--- config.mk ---
export PLATFORM = sky130hd
export DESIGN_NAME = adder_result_accumulator
export DESIGN_NICKNAME = d
export VERILOG_FILES = /design/src/rtl/adder_pkg.sv /design/src/rtl/sat_add.sv /design/src/rtl/adder_result_accumulator.sv
export SDC_FILE = /design/constraint.sdc
export NUM_CORES = 1
export LEC_CHECK = 0
export CAP_MARGIN = 20
export CORE_MARGIN = 5
export CORE_UTILIZATION = 43
export DETAILED_ROUTE_END_ITERATION = 6
export HOLD_SLACK_MARGIN = 0.06
export PLACE_DENSITY = 0.66
export RECOVER_POWER = 25
export SYNTH_ARGS = -nofsm -noshare
export SYNTH_HDL_FRONTEND = slang
export SYNTH_SLANG_ARGS = --single-unit
--- constraint.sdc ---
create_clock -name clk -period 2.3 [get_ports clk]
set_input_delay 0.345 -clock clk [delete_from_list [all_inputs] [get_ports clk]]
set_output_delay 0.345 -clock clk [all_outputs]
set_load 0.01 [all_outputs]
--- src/rtl/adder_pkg.sv ---
// ---------------------------------------------------------------------------
// adder_pkg
//  Shared definitions for the adder result accumulator:
//   - default widths and frame length used as parameter defaults
//   - SAMPLE_W: width of one {overflow, sum} result from the 4-bit adder
//   - FSM state encoding of the accumulator
// ---------------------------------------------------------------------------
package adder_pkg;

    localparam int DATA_W_DEF    = 4;
    localparam int SAMPLE_W      = DATA_W_DEF + 1;
    // Default accumulator is twice the sample width: comfortably holds a
    // frame of eight full-scale samples without clipping.
    localparam int ACC_W_DEF     = 2 * SAMPLE_W;
    localparam int FRAME_LEN_DEF = 8;
    localparam int CNT_W_DEF     = 4;

    typedef enum logic [1:0] {
        ST_IDLE  = 2'd0,
        ST_ACCUM = 2'd1,
        ST_DONE  = 2'd2
    } state_t;

endpackage

--- src/rtl/sat_add.sv ---
// ---------------------------------------------------------------------------
// sat_add
//  Combinational saturating adder: o_sum = min(i_a + i_b, 2**ACC_W-1).
//  Ports:
//   i_a, i_b  in   ACC_W  operands (unsigned)
//   o_sum     out  ACC_W  clipped sum
//   o_sat     out  1      sum exceeded the representable maximum
// ---------------------------------------------------------------------------
module sat_add #(
    parameter int ACC_W = 10
) (
    input  logic [ACC_W-1:0] i_a,
    input  logic [ACC_W-1:0] i_b,
    output logic [ACC_W-1:0] o_sum,
    output logic             o_sat
);

    logic [ACC_W:0] w_full;

    // One extra bit catches the carry; a carry means the true sum is
    // above 2**ACC_W-1, so the result is pinned to all ones.
    assign w_full = {1'b0, i_a} + {1'b0, i_b};
    assign o_sat  = w_full[ACC_W];
    assign o_sum  = o_sat ? '1 : w_full[ACC_W-1:0];

endmodule

--- src/rtl/adder_result_accumulator.sv ---
// ---------------------------------------------------------------------------
// adder_result_accumulator
//  Downstream stage of the 4-bit adder with overflow. Sums FRAME_LEN
//  {overflow, sum} results into a saturating accumulator, counts results
//  that carried overflow, and offers the frame total on a valid/ready
//  output that is held until the consumer takes it.
//  Ports:
//   clk            in   1       clock, all state on rising edge
//   rst_n          in   1       asynchronous active-low reset
//   clear          in   1       synchronous abort, highest priority
//   in_valid       in   1       in_sum/in_overflow valid
//   in_ready       out  1       stage can accept a result
//   in_sum         in   DATA_W  adder sum
//   in_overflow    in   1       adder carry-out
//   out_valid      out  1       frame result available
//   out_ready      in   1       consumer takes the result
//   out_acc        out  ACC_W   frame total (saturated)
//   out_sat        out  1       total clipped at 2**ACC_W-1
//   out_ovf_count  out  CNT_W   results with in_overflow=1 (saturating)
//   busy           out  1       state != IDLE
// ---------------------------------------------------------------------------
module adder_result_accumulator
    import adder_pkg::*;
#(
    parameter int DATA_W    = DATA_W_DEF,
    parameter int ACC_W     = ACC_W_DEF,
    parameter int FRAME_LEN = FRAME_LEN_DEF,
    parameter int CNT_W     = CNT_W_DEF
) (
    input  logic              clk,
    input  logic              rst_n,
    input  logic              clear,
    input  logic              in_valid,
    output logic              in_ready,
    input  logic [DATA_W-1:0] in_sum,
    input  logic              in_overflow,
    output logic              out_valid,
    input  logic              out_ready,
    output logic [ACC_W-1:0]  out_acc,
    output logic              out_sat,
    output logic [CNT_W-1:0]  out_ovf_count,
    output logic              busy
);

    state_t             r_state;
    state_t             w_state_next;
    logic [ACC_W-1:0]   r_acc;
    logic [ACC_W-1:0]   w_acc_next;
    logic [CNT_W-1:0]   r_cnt;
    logic [CNT_W-1:0]   w_cnt_next;
    logic [CNT_W-1:0]   r_ovf_count;
    logic [CNT_W-1:0]   w_ovf_count_next;
    logic               r_sat;
    logic               w_sat_next;

    logic               w_can_accept;
    logic               w_accept;
    logic [ACC_W-1:0]   w_sample;
    logic [ACC_W-1:0]   w_add_sum;
    logic               w_add_sat;
    logic [CNT_W-1:0]   w_cnt_inc;
    logic [CNT_W-1:0]   w_ovf_step;

    // The overflow bit sits directly above the sum, so the sample is the
    // adder's full (DATA_W+1)-bit result, zero-extended.
    assign w_sample     = ACC_W'({in_overflow, in_sum});
    assign w_can_accept = (r_state != ST_DONE);
    assign w_accept     = in_valid & w_can_accept;
    assign w_cnt_inc    = r_cnt + CNT_W'(1);
    // Overflow count holds at all ones instead of wrapping.
    assign w_ovf_step   = (in_overflow && (r_ovf_count != '1))
                          ? r_ovf_count + CNT_W'(1) : r_ovf_count;

    sat_add #(
        .ACC_W (ACC_W)
    ) u_sat_add (
        .i_a   (r_acc),
        .i_b   (w_sample),
        .o_sum (w_add_sum),
        .o_sat (w_add_sat)
    );

    always_ff @(posedge clk or negedge rst_n) begin
        if (!rst_n) begin
            r_state     <= ST_IDLE;
            r_acc       <= '0;
            r_cnt       <= '0;
            r_ovf_count <= '0;
            r_sat       <= 1'b0;
        end else begin
            r_state     <= w_state_next;
            r_acc       <= w_acc_next;
            r_cnt       <= w_cnt_next;
            r_ovf_count <= w_ovf_count_next;
            r_sat       <= w_sat_next;
        end
    end

    always_comb begin
        w_state_next     = r_state;
        w_acc_next       = r_acc;
        w_cnt_next       = r_cnt;
        w_ovf_count_next = r_ovf_count;
        w_sat_next       = r_sat;

        if (clear) begin
            // Abort wins over any concurrent accept or output handoff.
            w_state_next     = ST_IDLE;
            w_acc_next       = '0;
            w_cnt_next       = '0;
            w_ovf_count_next = '0;
            w_sat_next       = 1'b0;
        end else begin
            case (r_state)
                ST_IDLE: begin
                    if (w_accept) begin
                        // First result of a frame overwrites the previous
                        // (already delivered) total rather than adding to it.
                        w_acc_next       = w_sample;
                        w_cnt_next       = CNT_W'(1);
                        w_ovf_count_next = CNT_W'(in_overflow);
                        w_sat_next       = 1'b0;
                        w_state_next     = (FRAME_LEN == 1) ? ST_DONE : ST_ACCUM;
                    end
                end
                ST_ACCUM: begin
                    if (w_accept) begin
                        w_acc_next       = w_add_sum;
                        w_sat_next       = r_sat | w_add_sat;
                        w_cnt_next       = w_cnt_inc;
                        w_ovf_count_next = w_ovf_step;
                        if (w_cnt_inc == CNT_W'(FRAME_LEN)) begin
                            w_state_next = ST_DONE;
                        end
                    end
                end
                ST_DONE: begin
                    if (out_ready) begin
                        w_state_next = ST_IDLE;
                    end
                end
                default: begin
                    w_state_next = ST_IDLE;
                end
            endcase
        end
    end

    // All outputs come straight from state registers. in_ready is also
    // held low while reset is asserted so nothing upstream sees a
    // ready stage before the reset is released.
    assign in_ready      = rst_n & w_can_accept;
    assign out_valid     = (r_state == ST_DONE);
    assign busy          = (r_state != ST_IDLE);
    assign out_acc       = r_acc;
    assign out_sat       = r_sat;
    assign out_ovf_count = r_ovf_count;

endmodule
==> flow_metrics.tcl <==
set metrics [dict create \
    achievable_clock_frequency_mhz 461.0 \
    register_area_sq_um 525.5 \
    grt_first_pass_wirelength_um 5809 \
    cts_tree "done" \
    cp.buffers_inverters 1 \
    drt_pass1_iterations 4 \
    synth_cells 154 \
    power.leakage_uw 0.0007460 \
    synth.cell_area_sq_um 1333 \
    layout_setup_ws_ps 130.8 \
    rsz_0062_raised_after_global_routing "true" \
    fin_util_pct 57.75 \
    synthToLayoutAreaGrowth_pct 30.14 \
    post_drt_via_cell_ratio 5.637 \
    most_frequent_cells_in_the_layout "26 x sky130_fd_sc_hd__clkdlybuf4s50_1, 21 x sky130_fd_sc_hd__dfrtp_1, 16 x sky130_fd_sc_hd__nand2_1, 16 x sky130_fd_sc_hd__nor2_1, 16 x sky130_fd_sc_hd__o21ai_0" \
    cts-buffers-inserted 3 \
    multi_input_comb_area_sq_um 773.2 \
    place.port_buffers 27 \
    synth-async-reset-ratio_pct 100.0 \
    finalClockSkew_ps 1.501 \
    clock_sink_count 21 \
    yosysWarnings 0 \
    pre_cts_slack_ps -299.2 \
    grt_start_max_net_pins 22 \
    n_fill_cell 297 \
    syn_nets 172 \
    run_status "completed" \
    total_power_uw 788.7 \
    die_span_in_x_um 65.67 \
    worst_max_slew_pin_slew_ps 1129 \
    synth.yosys.seq_area_share_pct 39.44 \
    timing.critical_path.slowest_cell_delay_ps 420 \
    wl_per_instance_um 14.94 \
    worstHoldPathType "register to register" \
    post-dp-hpwl_um 2595 \
    starting_density_pct 44.38 \
    ant_nets 0 \
    cp_data_arrival_time_ps 2370 \
    most_common_cell_after_layout_fill_and_taps_aside "sky130_fd_sc_hd__clkdlybuf4s50_1" \
    antenna_found_initial 0 \
    drt_drc_violations_left 0 \
    cp-end-kind "register" \
    clock_latency_ps 310 \
    finish.cell_count_without_fillers 226 \
    globalplace.congestion 0.8095 \
    number_of_top_level_pins 28 \
    mean_cell_area_of_the_mapped_netlist_sq_um 8.653 \
    core_sq_um 3003 \
    critPathTopFamily "adder cells" \
    setup_tns_ps 0 \
    grt.total_usage_pct 17.02 \
    nNetsFinal 212 \
    ys_ff_latch 21 \
    timing.max_slew.rel_slack_pct 24.75 \
    placed_cells 222 \
    cts.root.buffer_cell "sky130_fd_sc_hd__clkbuf_4" \
    vdd_drop_max_v 0.0002108 \
    fraction_of_final_layout_cells_sized_beyond_drive_strength_1_pct 9.326 \
    htree_num_levels 1 \
    num_antenna_cells 0 \
    hold_viol_final 0 \
    crit_type "primary input to register" \
    synth-main-ff-cell "sky130_fd_sc_hd__dfrtp_1" \
    layout_worst_path_cycle_share_pct 94.31 \
    pwr_density_cell_nw_per_um2 454.8 \
    die_height_um 65.67 \
    critical-path-slowest-cell "sky130_fd_sc_hd__clkdlybuf4s50_1" \
    floorplan.die_area_sq_um 4312 \
    final-max-slew-violation-count 0 \
    layout_min_cycle_time_ps 2169 \
    max_cap_violations 0 \
    first_global_vias 1293 \
    drt_iter0_markers 59 \
    setup-violations-final 0 \
    routed-via-count 1274 \
    worst_setup_path_start_kind "primary input" \
    synth_enable_flop_cells 0 \
    grt_overflow_total 0 \
    drt-total-wl_um 3376 \
    critical_path.cell_chain "clkdlybuf4s50_1, ha_1, fa_1, a211o_1, a21oi_2, nor3_2, nor3_1, o21ai_1" \
    cp.required_ps 2500 \
    number_of_distinct_standard_cells_referenced_by_the_synthesized_netlist 39 \
    cts-hold-fix-buffers 0 \
    floorplan.rows 20 \
    critPathMaxFanout 8 \
    path_clk_slew_ps 120 \
    clock_path_buffers 2 \
]
==> cell usage after synthesis, drive strengths merged (2+ instances only) <==
cell type / n / share of area (%)
nand4: 3 / 1.4
and2b: 2 / 1.1
o21a: 2 / 1.1
xor2: 3 / 2.0
clkbuf: 3 / 0.85
a31oi: 3 / 1.4
or2: 2 / 0.94
ha: 7 / 6.6
nor2: 16 / 4.5
a21oi: 9 / 3.4
nand3b: 2 / 1.1
nor3: 6 / 2.6
buf: 2 / 1.7
a22oi: 2 / 1.1
o21ai: 20 / 7.5
dfrtp: 21 / 39
a211oi: 4 / 2.3
a21o: 2 / 1.1
nand2b: 5 / 2.3
or3: 2 / 0.94
nand2: 16 / 4.5
nand3: 8 / 3.0
==> layer usage <==
metal	up-vias	global-route usage, %	share of wire [%]
li1	640	-	-
met1	598	22.63	46
met2	32	28.79	49
met3	4	2.735	3.9
met4	0	3.886	0.71
met5	-	0	0
==> path summary, 6_finish.rpt <==
kind                       slack (ps)               end  cells past startpoint        startpoint
min in group asynchronous         880        out_acc[7]                      2             rst_n
setup / recovery                  130        out_acc[2]                      8         in_sum[0]
hold reg to reg                   520  out_ovf_count[3]                      1  out_ovf_count[3]
setup reg to reg                  170        out_acc[2]                      7        out_acc[0]
hold / removal                    520  out_ovf_count[3]                      1  out_ovf_count[3]
max in group asynchronous         760          r_cnt[0]                      2             rst_n
==> worst register-to-register path: stages, from the launching register on <==
cell and delay, ps:
sky130_fd_sc_hd__dfrtp_1 430, sky130_fd_sc_hd__ha_1 230, sky130_fd_sc_hd__fa_1 410, sky130_fd_sc_hd__a211o_1 340, sky130_fd_sc_hd__a21oi_2 190, sky130_fd_sc_hd__nor3_2 120, sky130_fd_sc_hd__nor3_1 210, sky130_fd_sc_hd__o21ai_1 100
==> state kept, by name, indices dropped and copies added (netlist names) <==
register       cells
r_state            2
out_sat            1
out_ovf_count      4
r_cnt              4
out_acc           10
==> where the power goes <==
group          internal (uW)  switching, uW  leakage, uW
sequential               383           19.5     0.000285
clock                   67.8            120    0.0000150
combinational            102           96.6     0.000446
total                    553            236     0.000746
==> area by class of cell <==
cell class | count | share of cell area, %
clock buffers | 4 | 1.515
repair buffers | 40 | 21.00
inverters | 1 | 0.2165
flip-flops and latches | 21 | 30.30
multi-input cells | 127 | 44.59
well taps | 33 | 2.381
==> what timing repair did <==
| item | CTS | global route |
|---|---|---|
| endpoints found under the setup margin | 0 | 8 |
| gates resized for setup | 0 | 1 |
| buffers inserted | 0 | 0 |
==> per-stage QoR <==
step                      area [sq um]  hold WS (ps)
after floorplan                   1333         49.41
after global placement            1708         500.0
after detailed placement          1708         502.6
after CTS                         1734         512.5
after global routing              1734         573.1
final                             1734         518.3
==> logic make-up (layout without fill, tap and decap cells) <==
group / count (synthesis) / in the layout / share of synthesized area, %
DFF: 21 / 21 / 39.44
buffers and inverters: 6 / 45 / 2.816
xor gates and xnor gates: 4 / 4 / 2.630
adders and majority gates: 8 / 8 / 8.075
AOI/OAI and AO/OA: 48 / 48 / 21.88
and+or+nand+nor: 67 / 67 / 25.17
Power figures use the tool's default switching activity.
